File: config.mk
export PLATFORM = sky130hd
export DESIGN_NAME = spin_sequencer_flat
export DESIGN_NICKNAME = d
export VERILOG_FILES = /design/src/rtl/spin_sequencer_pkg.sv /design/src/rtl/spin_sequencer_if.sv /design/src/rtl/sync_edge.sv /design/src/rtl/spin_sequencer.sv /design/src/flat_wrapper.sv
export SDC_FILE = /design/constraint.sdc
export NUM_CORES = 1
export LEC_CHECK = 0
export ABC_AREA = 1
export CORE_MARGIN = 2
export CORE_UTILIZATION = 55
export DETAILED_ROUTE_END_ITERATION = 8
export GPL_ROUTABILITY_DRIVEN = 0
export GPL_TIMING_DRIVEN = 0
export PLACE_DENSITY = 0.86
export REMOVE_ABC_BUFFERS = 1
export SYNTH_ARGS = -nofsm -noshare
export SYNTH_HDL_FRONTEND = slang
export SYNTH_HIERARCHICAL = 1
export SYNTH_SLANG_ARGS = --single-unit
File: constraint.sdc
create_clock -name clk -period 2.34 [get_ports clk]
set_clock_uncertainty 0.1 [all_clocks]
set_input_delay 0.468 -clock clk [delete_from_list [all_inputs] [get_ports clk]]
set_output_delay 0.468 -clock clk [all_outputs]
set_load 0.05 [all_outputs]
File: src/rtl/spin_sequencer_pkg.sv
// Shared types and constants for the slot-machine round controller.
// The saturating credit add lives here so every credit path uses the same arithmetic.
package spin_sequencer_pkg;

    localparam int REELS    = 4;
    localparam int CREDIT_W = 8;
    localparam int SCORE_W  = 4;

    localparam logic [CREDIT_W-1:0] CREDIT_MAX = CREDIT_W'(255);

    typedef enum logic [2:0] {
        IDLE,
        SPIN,
        STOP,
        SCORE,
        SHOW
    } state_t;

    // Everything the sequencer drives, kept in one register so reset and hold are uniform.
    typedef struct packed {
        logic [REELS-1:0]    reel_run;
        logic [REELS-1:0]    reel_stop;
        logic                show_final;
        logic [SCORE_W-1:0]  score;
        logic [CREDIT_W-1:0] credits;
        logic                busy;
        logic                round_done;
        logic                no_credit;
    } outs_t;

    function automatic logic [CREDIT_W-1:0] sat_add(input logic [CREDIT_W-1:0] a,
                                                    input logic [SCORE_W-1:0]  b);
        logic [CREDIT_W:0] sum;
        sum = {1'b0, a} + {{(CREDIT_W + 1 - SCORE_W){1'b0}}, b};
        return (sum > {1'b0, CREDIT_MAX}) ? CREDIT_MAX : sum[CREDIT_W-1:0];
    endfunction

endpackage

File: src/rtl/spin_sequencer_if.sv
// User-input / reel-datapath bundle of the round controller.
// The sequencer takes the slave side; the board (or bench) takes the master side.
interface spin_sequencer_if;
    import spin_sequencer_pkg::*;

    logic                spin;
    logic [SCORE_W-1:0]  score_in;
    logic [REELS-1:0]    reel_run;
    logic [REELS-1:0]    reel_stop;
    logic                show_final;
    logic [SCORE_W-1:0]  score;
    logic [CREDIT_W-1:0] credits;
    logic                busy;
    logic                round_done;
    logic                no_credit;

    modport master (
        output spin, score_in,
        input  reel_run, reel_stop, show_final, score, credits, busy, round_done, no_credit
    );

    modport slave (
        input  spin, score_in,
        output reel_run, reel_stop, show_final, score, credits, busy, round_done, no_credit
    );

endinterface

File: src/rtl/sync_edge.sv
// Two-flop synchroniser for an asynchronous button followed by a rising-edge detector.
// rise is high for exactly one clk cycle per low-to-high transition of level.
module sync_edge (
    input  logic clk,
    input  logic rst_n,
    input  logic level,
    output logic rise
);

    // taps [0],[1] form the synchroniser; [2] remembers the previous synchronised level
    logic [2:0] taps;

    // NOTE: clocked state uses non-blocking assignments so every flop samples pre-edge values.
    always_ff @(posedge clk or negedge rst_n) begin
        if (!rst_n) begin
            taps <= '0;
        end else begin
            taps <= {taps[1:0], level};
        end
    end

    assign rise = taps[1] & ~taps[2];

endmodule

File: src/rtl/spin_sequencer.sv
// Round controller: charge a credit, run all reels, stop them one by one,
// latch the scorer result, pay out, then hold the final display.
module spin_sequencer
    import spin_sequencer_pkg::*;
#(
    parameter int SPIN_CYCLES = 1400,
    parameter int STOP_GAP    = 350,
    parameter int SCORE_LAT   = 2,
    parameter int SHOW_CYCLES = 3500,
    parameter int CREDIT_INIT = 10,
    parameter int SPIN_COST   = 1
) (
    input logic             clk,
    input logic             rst_n,
    spin_sequencer_if.slave bus
);

    localparam int MAX_AB = (SPIN_CYCLES > STOP_GAP) ? SPIN_CYCLES : STOP_GAP;
    localparam int MAX_CD = (SCORE_LAT > SHOW_CYCLES) ? SCORE_LAT : SHOW_CYCLES;
    localparam int MAX_T  = (MAX_AB > MAX_CD) ? MAX_AB : MAX_CD;
    localparam int CNT_W  = $clog2(MAX_T + 1);
    localparam int IDX_W  = $clog2(REELS);

    // Counters are loaded with N-1 and expire at zero, giving exactly N cycles per phase.
    localparam logic [CNT_W-1:0] SPIN_LOAD  = CNT_W'(SPIN_CYCLES - 1);
    localparam logic [CNT_W-1:0] GAP_LOAD   = CNT_W'(STOP_GAP - 1);
    localparam logic [CNT_W-1:0] SCORE_LOAD = CNT_W'(SCORE_LAT - 1);
    localparam logic [CNT_W-1:0] SHOW_LOAD  = CNT_W'(SHOW_CYCLES - 1);

    localparam logic [IDX_W-1:0]    LAST_REEL = IDX_W'(REELS - 1);
    localparam logic [CREDIT_W-1:0] COST      = CREDIT_W'(SPIN_COST);

    localparam bit PARAMS_OK = (SPIN_CYCLES >= 1) && (STOP_GAP >= 1) &&
                               (SCORE_LAT >= 1) && (SHOW_CYCLES >= 1);

    localparam outs_t RESET_OUTS = '{
        reel_run:   '0,
        reel_stop:  '0,
        show_final: 1'b0,
        score:      '0,
        credits:    CREDIT_W'(CREDIT_INIT),
        busy:       1'b0,
        round_done: 1'b0,
        no_credit:  1'b0
    };

    state_t           state, state_n;
    logic [CNT_W-1:0] cnt, cnt_n;
    logic [IDX_W-1:0] reel_idx, reel_idx_n;
    outs_t            r, r_n;
    logic             spin_rise;

    sync_edge u_spin_sync (
        .clk   (clk),
        .rst_n (rst_n),
        .level (bus.spin),
        .rise  (spin_rise)
    );

    always_ff @(posedge clk or negedge rst_n) begin
        if (!rst_n) begin
            state    <= IDLE;
            cnt      <= '0;
            reel_idx <= '0;
            r        <= RESET_OUTS;
        end else begin
            state    <= state_n;
            cnt      <= cnt_n;
            reel_idx <= reel_idx_n;
            r        <= r_n;
        end
    end

    // NOTE: every always_comb target gets a default first, so no path can infer a latch.
    always_comb begin
        state_n      = state;
        cnt_n        = cnt;
        reel_idx_n   = reel_idx;
        r_n          = r;
        r_n.reel_stop  = '0;
        r_n.round_done = 1'b0;
        r_n.no_credit  = 1'b0;

        unique case (state)
            IDLE: begin
                if (spin_rise) begin
                    if (r.credits >= COST) begin
                        state_n      = SPIN;
                        cnt_n        = SPIN_LOAD;
                        reel_idx_n   = '0;
                        r_n.reel_run = '1;
                        r_n.credits  = r.credits - COST;
                        r_n.score    = '0;
                    end else begin
                        r_n.no_credit = 1'b1;
                    end
                end
            end
            // SPIN expiry freezes reel 0; STOP then freezes the rest one gap apart.
            SPIN, STOP: begin
                if (cnt != '0) begin
                    cnt_n = cnt - 1'b1;
                end else begin
                    r_n.reel_stop[reel_idx] = 1'b1;
                    r_n.reel_run[reel_idx]  = 1'b0;
                    if (reel_idx == LAST_REEL) begin
                        state_n = SCORE;
                        cnt_n   = SCORE_LOAD;
                    end else begin
                        state_n    = STOP;
                        cnt_n      = GAP_LOAD;
                        reel_idx_n = reel_idx + 1'b1;
                    end
                end
            end
            SCORE: begin
                if (cnt != '0) begin
                    cnt_n = cnt - 1'b1;
                end else begin
                    state_n        = SHOW;
                    cnt_n          = SHOW_LOAD;
                    r_n.score      = bus.score_in;
                    r_n.credits    = sat_add(r.credits, bus.score_in);
                    r_n.show_final = 1'b1;
                end
            end
            SHOW: begin
                if (cnt != '0) begin
                    cnt_n = cnt - 1'b1;
                end else begin
                    state_n        = IDLE;
                    r_n.show_final = 1'b0;
                    r_n.round_done = 1'b1;
                end
            end
            default: state_n = IDLE;
        endcase

        r_n.busy = (state_n != IDLE);
    end

    assign bus.reel_run   = r.reel_run;
    assign bus.reel_stop  = r.reel_stop;
    assign bus.show_final = r.show_final;
    assign bus.score      = r.score;
    assign bus.credits    = r.credits;
    assign bus.busy       = r.busy;
    assign bus.round_done = r.round_done;
    assign bus.no_credit  = r.no_credit;

    a_params_nonzero: assert property (@(posedge clk) PARAMS_OK);

endmodule

File: src/flat_wrapper.sv
// flat-port wrapper written by rule: the top's interface ports become plain ports
module spin_sequencer_flat import spin_sequencer_pkg::*;
#(
    parameter int SPIN_CYCLES = 1400,
    parameter int STOP_GAP    = 350,
    parameter int SCORE_LAT   = 2,
    parameter int SHOW_CYCLES = 3500,
    parameter int CREDIT_INIT = 10,
    parameter int SPIN_COST   = 1
)
  (clk, rst_n, bus_spin, bus_score_in, bus_reel_run, bus_reel_stop, bus_show_final, bus_score, bus_credits, bus_busy, bus_round_done, bus_no_credit);
  spin_sequencer_if bus_i ();
  input logic clk;
  input logic rst_n;
  input wire logic [$bits(bus_i.spin)-1:0] bus_spin;
  input wire logic [$bits(bus_i.score_in)-1:0] bus_score_in;
  output wire logic [$bits(bus_i.reel_run)-1:0] bus_reel_run;
  output wire logic [$bits(bus_i.reel_stop)-1:0] bus_reel_stop;
  output wire logic [$bits(bus_i.show_final)-1:0] bus_show_final;
  output wire logic [$bits(bus_i.score)-1:0] bus_score;
  output wire logic [$bits(bus_i.credits)-1:0] bus_credits;
  output wire logic [$bits(bus_i.busy)-1:0] bus_busy;
  output wire logic [$bits(bus_i.round_done)-1:0] bus_round_done;
  output wire logic [$bits(bus_i.no_credit)-1:0] bus_no_credit;
  assign bus_i.spin = bus_spin;
  assign bus_i.score_in = bus_score_in;
  assign bus_reel_run = bus_i.reel_run;
  assign bus_reel_stop = bus_i.reel_stop;
  assign bus_show_final = bus_i.show_final;
  assign bus_score = bus_i.score;
  assign bus_credits = bus_i.credits;
  assign bus_busy = bus_i.busy;
  assign bus_round_done = bus_i.round_done;
  assign bus_no_credit = bus_i.no_credit;
  spin_sequencer #(.SPIN_CYCLES(SPIN_CYCLES), .STOP_GAP(STOP_GAP), .SCORE_LAT(SCORE_LAT), .SHOW_CYCLES(SHOW_CYCLES), .CREDIT_INIT(CREDIT_INIT), .SPIN_COST(SPIN_COST)) u_core (.clk(clk), .rst_n(rst_n), .bus(bus_i));
endmodule
# After elaboration in Yosys (flattened, before gate mapping)
# Cells that the tools add are included.
# Widths: inputs -> output; s select.
# word_totals
register_bits	44
output_inout_bits	24
# classes
bitwise_logic	4
add_sub_neg	4
n_mux	38
eq_ne	12
reduce_logical	14
magnitude_cmp	4
# op_table
cell	count
$mux 12	7
$pmux 12 s4	1
$pmux 12 s2	1
$mux 8	2
$mux 3	5
$mux 13	1
$mux 4	3
$pmux 3 s4	1
$reduce_and 4->1	3
$reduce_bool 12->1	1
$sub 12x1->12 const B	1
$add 8x4->9	1
$gt 9x8->1 const B	1
$mux 9	1
$ge 8x1->1 const B	1
$mux 1	8
$mux 2	4
$ne 2x2->1 const B	4
$pmux 4 s2	1
$sub 8x1->8 const B	1
$eq 3x2->1 const B	2
$ne 2x1->1 const B	3
$reduce_bool 2->1	3
$reduce_and 5->1	1
19 further kinds	19

# Longest topological paths before layout
# depth
word_depth	8
ltp_mapped	12
depth_no_buf	11

# Hierarchy
# The synthesis kept the hierarchy.
# by_module_without_submodules
module	instances	cells_each	seq_area_each_um2	area_per_inst_um2
spin_sequencer	1	381	1028.5	2755.1
sync_edge	1	5	75.1	85.1

# Worst setup path after synthesis
# No wires, ideal clock.
# synth_timing
kind	reg2reg
startpoint	register u_core.r (netlist bit u_core/bus.credits[0])
endpoint	register u_core.r (netlist bit u_core/bus.credits[4])
setup_time_ns	0.128
period_less_slack_ns	2.125
path_stages_with_launch	11
slack_ns	0.215
t_arrival_ns	1.898
required_ns	2.112
cell_sequence	dfrtp_1 > ha_1 > fa_1 > nand3_1 > nand2_1 > nand2_1 > nand2_1 > inv_1 > nand2_1 > nand3_1 > o21ai_0
# synth_via
elab_chain_cells	5
elab_cells_between_ends	11
# synth_lines
element	line	text
start: declaration	spin_sequencer.sv:50	outs_t r, r_n;
start signal: assignment	spin_sequencer.sv:70	r <= r_n;
$add 8x4->9	spin_sequencer_pkg.sv:34	sum = {1'b0, a} + {{(CREDIT_W + 1 - SCORE_W){1'b0}}, b};
$gt 9x8->1	spin_sequencer_pkg.sv:35	return (sum > {1'b0, CREDIT_MAX}) ? CREDIT_MAX : sum[CREDIT_W-1:0];
$mux 8	spin_sequencer_pkg.sv:35	
$mux 13	spin_sequencer.sv:117	if (cnt != '0) begin
$pmux 12 s2	spin_sequencer.sv:84	unique case (state)
# Several ways; a longest one is shown, not always the timed one. The select of a mux whose other input is x is not followed.
# A chain may end at the register's enable or synchronous reset.

# Final worst setup path
# layout_timing
startpoint	register u_core.r (netlist bit u_core/bus.credits[6])
endpoint	output bus_credits[6]
# layout_lines
element	line	text
end: declaration	flat_wrapper.sv:21	output wire logic [$bits(bus_i.credits)-1:0] bus_credits;
# No word-level cell between the ends.

==> impl_metrics.env <==
export IMPL_ir_drop_uv=571
export IMPL_setup_viol=0
export IMPL_path_class="flop to primary output"
export IMPL_drtPass1Iterations=5
export IMPL_reg2reg_slack_ns=0.30
export IMPL_max_cap_violations=0
export IMPL_layout_common_cells="141 x nand2_1, 42 x dfrtp_1, 40 x inv_1, 30 x nor2_1, 28 x clkdlybuf4s50_1"
export IMPL_synthCells=386
export IMPL_final_common_cell="nand2_1"
export IMPL_worst_slew_pin_slew_ns=0.513
export IMPL_status="finished, final reports clean"
export IMPL_grt_first_pass_wirelength_um=10300
export IMPL_synth_avg_cell_area_um2=7.36
export IMPL_worst_endpoint_arrival_ns=1.69
export IMPL_hold_violations=0
export IMPL_clkSinkCount=44
export IMPL_r2r_end="u_core/cnt[3]"
export IMPL_cts_buffers=5
export IMPL_finalCritPeriodShare_pct=96.6
export IMPL_slowest_stage="clkdlybuf4s50_1"
export IMPL_ys_top_cells_by_area="dfrtp_1 37%, nand2_1 19%, inv_1 5.3%"
export IMPL_diodes=0
export IMPL_setup_slack_ns=0.0787
export IMPL_reg2reg_depth=11
export IMPL_num_vias=2531
export IMPL_critPathRequiredTime_ns=1.77
export IMPL_cp_max_fo=9
export IMPL_place_ws_ns=-0.262
export IMPL_start_kind="flop"
export IMPL_multiInputGateArea_um2=1490
export IMPL_rsz0062_at_grt="no"
export IMPL_p_total_mw=3.25
export IMPL_switching_share_pct=46.2
export IMPL_netlist_area_um2=2840
export IMPL_layout_cells_non_filler=492
export IMPL_nFillCells=445
export IMPL_areaGrowthSynthToFinish_pct=16.4
export IMPL_min_to="u_core/u_spin_sync/taps[1]"
export IMPL_grt_max_degree=33
export IMPL_switchingPower_mw=1.50
export IMPL_track_usage_pct=23.6
export IMPL_cp_cell_sequence="clkdlybuf4s50_1"
export IMPL_initial_core_util_pct=56.3
export IMPL_core_um2=5040
export IMPL_utilization_pct=65.6
export IMPL_grt_pass1_vias=2412
export IMPL_dr_first_iter_drc_count=110
export IMPL_antenna_found_initial=0
export IMPL_clkLatencyLatePin_ns=0.29
export IMPL_drive_above_1_share_pct=13.3
export IMPL_fin_hold_ws_ns=0.267
export IMPL_place_area_um2=3190
export IMPL_grt_ovfl_total=0
export IMPL_die_y_um=75.9
export IMPL_pwr_share_seq_pct=35.1
export IMPL_dpl_hpwl_um=4510
export IMPL_rows=26
export IMPL_hold_path_depth=0
export IMPL_io_pins=31
export IMPL_synth_top_cell_area_share_pct=37.0
export IMPL_htree_levels=2
export IMPL_leakage_nw=1.74
export IMPL_p_int_mw=1.75
export IMPL_worstSetupEndpointType="primary output"
export IMPL_ant_nets=0
export IMPL_register_area_um2=1100
export IMPL_drc_errors=0
export IMPL_relSlewSlack_pct=65.7
export IMPL_cpPeakStageDelay_ns=0.87
export IMPL_ys_seq_elements=44
export IMPL_die_width_um=75.9
export IMPL_yosysWarningCount=6
export IMPL_die_area_um2=5750
export IMPL_critical_path_top_delay_family="buffers and inverters"
export IMPL_power_density_nw_per_um2=982
export IMPL_clockPowerShare_pct=15.6
export IMPL_period_minus_slack_ns=2.26
export IMPL_cp_num_buf_inv=1
export IMPL_fmax_mhz=442
export IMPL_comb_power_share_pct=49.3
export IMPL_clk_pin_slew_ns=0.08
export IMPL_synthDistinctLibCells=30
export IMPL_tritoncts="built"
export IMPL_routed_wl_um=5950
export IMPL_hold_path_class="flop to flop"
export IMPL_port_buffers=30
export IMPL_viasPerCell=5.14
export IMPL_synth_seq_area_share_pct=38.9
export IMPL_r2r_start="u_core/bus.credits[0]"
export IMPL_ctsRootBufferMaster="clkbuf_8"
export IMPL_final_area_um2=3310
export IMPL_dp_cells=483
export IMPL_ctsLongestPathBuffers=2
export IMPL_path_depth=1
export IMPL_yosysTopAreaCell="dfrtp_1"
export IMPL_slew_violations=0
export IMPL_hold_start="u_core/u_spin_sync/taps[0]"
export IMPL_tns_ns=0
export IMPL_fin_nets=440
export IMPL_wl_per_cell_um=12.1
-- state kept, by name, indices dropped and copies added, names as in the netlist --
name                     cells
u_core/bus.busy              1
u_core/bus.credits           8
u_core/bus.no_credit         1
u_core/bus.reel_run          4
u_core/bus.reel_stop         4
u_core/bus.round_done        1
u_core/bus.score             4
u_core/bus.show_final        1
u_core/cnt                  12
u_core/reel_idx              2
u_core/state                 3
u_core/u_spin_sync/taps      3
-- cell families after synthesis --
logic type	synth area share [%]
adder cells (fa/ha/maj)	5.55
XOR/XNOR	3.08
buffers and inverters	8.99
flip-flops	38.9
AO/OA/AOI/OAI	6.87
AND/OR/NAND/NOR	36.7
-- power by group through the flow --
stage                     Sequential, mW  Combinational (mW)  Clock, mW
after floorplan                     1.44               0.865          0
after global placement              1.15                1.54          0
final                               1.14                1.60      0.506
after global routing                1.17                1.78      0.555
after CTS                           1.14                1.59      0.527
after detailed placement            1.15                1.58          0
-- worst max-delay path by stage --
stage | from | to | slack (ns)
after CTS | u_core/bus.credits[3] | bus_credits[3] | 0.03
after detailed placement | bus_score_in[0] | u_core/bus.credits[4] | -0.26
after global placement | rst_n | u_core/cnt[4] | -0.46
final | u_core/bus.credits[6] | bus_credits[6] | 0.08
after global routing | u_core/bus.credits[1] | bus_credits[1] | 0.02
after floorplan | u_core/bus.credits[0] | u_core/bus.credits[4] | 0.21
-- metal layers --
| metal | GRT usage (%) | up-vias | wire length [µm] |
|---|---|---|---|
| met1 | 28.0 | 1186 | 2570 |
| li1 | - | 1266 | - |
| met3 | 4.10 | 12 | 303 |
| met5 | 0 | - | 0 |
| met2 | 42.0 | 67 | 2960 |
| met4 | 10.1 | 0 | 112 |
-- synth_stat cells, drive strengths merged --
library cell  count
o22ai             2
a21oi            10
xnor2             2
ha               11
nor2             42
nor3b             1
nand4             9
clkinv            2
xor2              8
fa                1
buf               4
inv              51
o21ai            22
nand3            18
nand3b            1
nand2           154
dfstp             2
nor3              4
dfrtp            42
-- what timing repair did --
item                                    4_1_cts  5_1_grt
hold buffers                                  1        0
gates resized for setup                       0        3
endpoints found under the hold margin        11        0
setup buffers                                 0        0
endpoints found under the setup margin        0        3
-- cell type report --
type / instances / area share, %
clock buffers: 8 / 3.03
inverters: 53 / 6.09
multi-input cells: 285 / 44.9
flip-flops and latches: 44 / 33.4
well taps: 70 / 2.65
repair buffers: 32 / 9.91
(Power assumes the default switching activity.)
